[config.mk]
export PLATFORM = sky130hd
export DESIGN_NAME = turn_input_conditioner
export DESIGN_NICKNAME = d
export VERILOG_FILES = /design/src/rtl/turn_input_conditioner_pkg.sv /design/src/rtl/turn_input_conditioner_debounce_chan.sv /design/src/rtl/turn_input_conditioner.sv
export SDC_FILE = /design/constraint.sdc
export NUM_CORES = 1
export LEC_CHECK = 0
export CAP_MARGIN = 0
export CORE_ASPECT_RATIO = 0.7
export CORE_MARGIN = 4
export CORE_UTILIZATION = 35
export DETAILED_ROUTE_END_ITERATION = 8
export GPL_TIMING_DRIVEN = 0
export MAX_ROUTING_LAYER = met4
export PLACE_DENSITY_LB_ADDON = 0.15
export SYNTH_ARGS = -nofsm -noshare
export SYNTH_HDL_FRONTEND = slang
export SYNTH_HIERARCHICAL = 1
export SYNTH_SLANG_ARGS = --single-unit
[constraint.sdc]
create_clock -name clk -period 1.4 [get_ports clk]
set_input_delay 0.14 -clock clk [delete_from_list [all_inputs] [get_ports clk]]
set_output_delay 0.14 -clock clk [all_outputs]
set_load 0.05 [all_outputs]
[src/rtl/turn_input_conditioner_pkg.sv]
// Shared types and default sizing for the turn-signal input conditioner.
// Imported by debounce_chan and turn_input_conditioner.
package turn_cond_pkg;

  localparam int SYNC_STAGES_DEF     = 2;
  localparam int DEBOUNCE_CYCLES_DEF = 4;

  typedef enum logic [1:0] {
    IDLE,
    PEND_ON,
    ON,
    PEND_OFF
  } deb_state_t;

  // The debounced level is high once a press has been accepted, including while a release is pending.
  function automatic logic level_of(input deb_state_t st);
    return (st == ON) || (st == PEND_OFF);
  endfunction

endpackage

[src/rtl/turn_input_conditioner_debounce_chan.sv]
// One input channel: multi-flop synchronizer followed by a four-state debounce FSM.
// The debounced level is registered from the FSM state so it is glitch-free.
module debounce_chan
  import turn_cond_pkg::*;
#(
  parameter int SYNC_STAGES     = SYNC_STAGES_DEF,
  parameter int DEBOUNCE_CYCLES = DEBOUNCE_CYCLES_DEF
) (
  input  logic clk,
  input  logic reset,
  input  logic raw,
  output logic db
);

  localparam int               CNT_W    = $clog2(DEBOUNCE_CYCLES + 1);
  localparam logic [CNT_W-1:0] CNT_LAST = CNT_W'(DEBOUNCE_CYCLES - 1);
  localparam logic [CNT_W-1:0] CNT_ONE  = CNT_W'(1);

  logic [SYNC_STAGES-1:0] sync_q;
  logic                   s;
  deb_state_t             state;
  deb_state_t             state_nx;
  logic [CNT_W-1:0]       cnt;
  logic [CNT_W-1:0]       cnt_nx;

  always_ff @(posedge clk) begin
    if (reset) begin
      sync_q <= '0;
    end else begin
      sync_q <= {sync_q[SYNC_STAGES-2:0], raw};
    end
  end

  assign s = sync_q[SYNC_STAGES-1];

  always_ff @(posedge clk) begin
    if (reset) begin
      state <= IDLE;
      cnt   <= '0;
      db    <= 1'b0;
    end else begin
      state <= state_nx;
      cnt   <= cnt_nx;
      db    <= level_of(state);
    end
  end

  // Any sample disagreeing with the pending direction drops back and restarts the count;
  // on reaching the last count the counter is left as-is, so it can never wrap.
  always_comb begin
    state_nx = state;
    cnt_nx   = cnt;
    case (state)
      IDLE: begin
        if (s) begin
          state_nx = PEND_ON;
          cnt_nx   = CNT_ONE;
        end else begin
          cnt_nx = '0;
        end
      end
      PEND_ON: begin
        if (!s) begin
          state_nx = IDLE;
          cnt_nx   = '0;
        end else if (cnt == CNT_LAST) begin
          state_nx = ON;
        end else begin
          cnt_nx = cnt + CNT_ONE;
        end
      end
      ON: begin
        if (!s) begin
          state_nx = PEND_OFF;
          cnt_nx   = CNT_ONE;
        end
      end
      PEND_OFF: begin
        if (s) begin
          state_nx = ON;
          cnt_nx   = '0;
        end else if (cnt == CNT_LAST) begin
          state_nx = IDLE;
        end else begin
          cnt_nx = cnt + CNT_ONE;
        end
      end
      default: begin
        state_nx = IDLE;
        cnt_nx   = '0;
      end
    endcase
  end

endmodule

[src/rtl/turn_input_conditioner.sv]
// Conditions raw left/right turn switches into clean levels for the turn-signal FSM.
// Optional `define TURN_LATCH_EN turns each output into a press-to-toggle latch.
module turn_input_conditioner
  import turn_cond_pkg::*;
#(
  parameter int SYNC_STAGES     = SYNC_STAGES_DEF,
  parameter int DEBOUNCE_CYCLES = DEBOUNCE_CYCLES_DEF
) (
  input  logic clk,
  input  logic reset,
  input  logic right_raw,
  input  logic left_raw,
  output logic right,
  output logic left,
  output logic hazard
);

  logic db_right;
  logic db_left;

  debounce_chan #(
    .SYNC_STAGES    (SYNC_STAGES),
    .DEBOUNCE_CYCLES(DEBOUNCE_CYCLES)
  ) u_right (
    .clk  (clk),
    .reset(reset),
    .raw  (right_raw),
    .db   (db_right)
  );

  debounce_chan #(
    .SYNC_STAGES    (SYNC_STAGES),
    .DEBOUNCE_CYCLES(DEBOUNCE_CYCLES)
  ) u_left (
    .clk  (clk),
    .reset(reset),
    .raw  (left_raw),
    .db   (db_left)
  );

`ifdef TURN_LATCH_EN
  logic db_right_d;
  logic db_left_d;
  logic rise_right;
  logic rise_left;
  logic req_right;
  logic req_left;

  assign rise_right = db_right & ~db_right_d;
  assign rise_left  = db_left & ~db_left_d;

  // A lone press on one side cancels the other side's request; simultaneous presses both toggle.
  always_ff @(posedge clk) begin
    if (reset) begin
      db_right_d <= 1'b0;
      db_left_d  <= 1'b0;
      req_right  <= 1'b0;
      req_left   <= 1'b0;
    end else begin
      db_right_d <= db_right;
      db_left_d  <= db_left;
      if (rise_right) begin
        req_right <= ~req_right;
      end else if (rise_left) begin
        req_right <= 1'b0;
      end
      if (rise_left) begin
        req_left <= ~req_left;
      end else if (rise_right) begin
        req_left <= 1'b0;
      end
    end
  end

  assign right = req_right;
  assign left  = req_left;
`else
  assign right = db_right;
  assign left  = db_left;
`endif

  assign hazard = right & left;

endmodule

==> flow_summary.ini <==
[synthesis]
synth_top_area_share_pct = 45.31
ys_seq_area_share_pct = 45.31
synth_edf_count = 0
yosys_register_bits = 16
yosysMostFrequentCell = dfxtp_1
synthTopCellsByArea = dfxtp_1 (45%), nor2b_1 (5.3%), a21oi_1 (4.2%)
synth_flop_cell = dfxtp_1
synthCells = 75
yosysUniqueCellTypes = 27
ys_warn_count = 6
syn_nets = 81
yosysTopAreaCell = dfxtp_1
synth_commonest_cells = dfxtp_1 (16), nor2_1 (7), a21oi_1 (6), nor2b_1 (6), nand2_1 (5)
syn_area_per_cell_um2 = 9.426
synth_area_um2 = 706.9
async_flop_share_pct = 0

[sta]
setup_viol = 0
maxSlewViolCount = 0
worst_slack_ns = 0.06385
hold_viol_final = 0
fmax_ghz = 0.7484
worstMarginPinSlew_ns = 0.5549
finalCritPeriodShare_pct = 95.44
fin_worst_skew_ns = 0.0006049
period_needed_ns = 1.336
relSlewSlack_pct = 62.89

[layout]
stdcell_count = 109
num-fill-cells = 189
multiInputGateArea_um2 = 370.4
antenna_cells = 0
drive_above_1_share_pct = 21.84
num-nets-final = 94
syn_to_final_growth_pct = 21.24
finish.utilization_pct = 45.42
ff_latch_area_um2 = 324.1

[setup_path]
crit_type = flip-flop to flip-flop
crit_buf_inv = 0
critPathSlowestCell = dfxtp_2
r2r_end = u_left/cnt[1]$_SDFFE_PP0P_
cp-endpoint = u_left/cnt[1]$_SDFFE_PP0P_
r2r_slack_ns = 0.06
cpPeakStageDelay_ns = 0.38
endpoint_kind = flip-flop
crit_fanout = 3
critical_path.startpoint = u_left/cnt[1]$_SDFFE_PP0P_
reg2reg_depth = 5
cp.depth = 5
critical_path.cell_chain = ha_4, nor2b_4, mux2_4, nand4b_1, a31oi_1
timing.rr.start = u_left/cnt[1]$_SDFFE_PP0P_
critical_path_arrival_ns = 1.49
required_ns = 1.55
worstSetupStartpointType = flip-flop
critical-path-top-delay-family = flip-flops

[clocking]
clkTransAtPathRegs_ns = 0.09
clock_sinks = 16
cts_buffers = 3
htree_levels = 1
cts.path.max_buffers = 2
cts_tree = yes
clock_latency_ns = 0.28
clockRootBuffer = clkbuf_4

[routing]
dr.first_iter.drc_count = 3
post_drt_wl_per_cell_um = 11.11
ant_nets = 0
via_per_inst = 4.734
vias = 516
wirelength_um = 1211
drt-pass1-iter-count = 4
drc_errors = 0

[die]
core_area_um2 = 1887
die-area_um2 = 2814
die_y_um = 45.60
die_w_um = 61.72
initial_core_util_pct = 37.47
io_pins = 7
num_rows = 13

[run_status]
status = complete, no violations

[global_routing]
first_global_vias = 427
antenna_found_initial = 0
grt_max_degree = 16
grt_pass1_wl_um = 1938
grt.overflow.total = 0
grt_usage_pct = 10.22

[job]
cap_viol_max_count = 0

[power_and_ir_drop]
peakVddDrop_v = 0.0007626
p_per_area_nw_per_um2 = 942.5
power_leakage_nw = 0.3396

[placement]
preCtsSetupSlack_ns = -0.02132
gp_congestion = 0.7269
dp_hpwl_um = 755.8
io_buffer_count = 6
place_inst = 103

[hold_path]
hold_class = input pin to flip-flop
-- where the power goes --
part	leakage, nW	internal (W)	total, W	switching, W
clock network	0.0210	0.000158	0.000300	0.000142
registers	0.131	0.000463	0.000469	0.00000596
logic	0.187	0.0000202	0.0000381	0.0000179
total	0.340	0.000642	0.000808	0.000166
-- layer usage --
layer	track usage [%]	vias up	part of all wire, %
li1	-	279	-
met5	-	-	0
met4	3.814	0	0.83
met1	14.19	224	53
met3	5.949	2	6.9
met2	11.69	11	39
-- how the worst min path moves through the flow --
stage                                              end  slack, ns                          from  cells past startpoint
after floorplan                              flip-flop       0.21                         reset                      1
after global placement    u_right/sync_q[1]$_SDFF_PP0_       0.42  u_right/sync_q[0]$_SDFF_PP0_                      1
after detailed placement  u_right/sync_q[1]$_SDFF_PP0_       0.43  u_right/sync_q[0]$_SDFF_PP0_                      1
after CTS                  u_left/sync_q[0]$_SDFF_PP0_       0.39                      left_raw                      2
after global routing      u_right/sync_q[0]$_SDFF_PP0_       0.37                     right_raw                      2
final                      u_left/sync_q[0]$_SDFF_PP0_       0.40                      left_raw                      2
-- logic make-up after synthesis --
logic type                 after synthesis  synth area share, %
AOI/OAI and AO/OA                       13                11.68
xor gates and xnor gates                 5                6.196
adders and majority gates                2                3.539
buffers and inverters                    7                4.425
DFF                                     16                45.31
muxes                                    2                3.539
and+or+nand+nor                         30                25.31
-- placed cells by master, fill, tap and decap left out, types with 2 or more instances in the layout --
cell type and instances:
nor2_1 7, buf_4 2, buf_2 4, a21oi_1 6
dlygate4sd2_1 2, clkbuf_4 3, inv_1 3, nor2b_1 6
clkdlybuf4s50_1 3, o21ai_1 2, nand4b_1 2, dfxtp_1 13
xor2_1 2, a2111oi_1 2, xnor2_1 3, dfxtp_2 3
nand2_1 5, nand3b_1 2
-- per-stage QoR --
stage	hold WS, ns	instance area [um2]	TNS (ns)	power, W
global placement	0.4170	794.5	0	0.0005149
floorplan	0.2091	706.9	0	0.0004976
CTS	0.3867	837.1	0	0.0008244
detailed placement	0.4313	794.5	-0.03922	0.0005157
global route	0.3729	857.1	-0.0002958	0.0008672
finish	0.4009	857.1	0	0.0008078
-- repair_timing --
item | in CTS | in global routing
gates cloned | 0 | 0
hold buffers | 0 | 0
endpoints found under the setup margin | 4 | 3
buffers inserted | 1 | 1
gates resized for setup | 5 | 6
hold endpoints to repair | 0 | 0
-- cell type report --
class	count	area share, %
multi-input combinational	52	43.21
sequential	16	37.81
timing repair buffer	8	7.883
clock buffer	4	4.234
tap	22	3.212
buffer	4	2.336
inverter	3	1.314
Note: power is estimated with default switching activity, not from simulation.
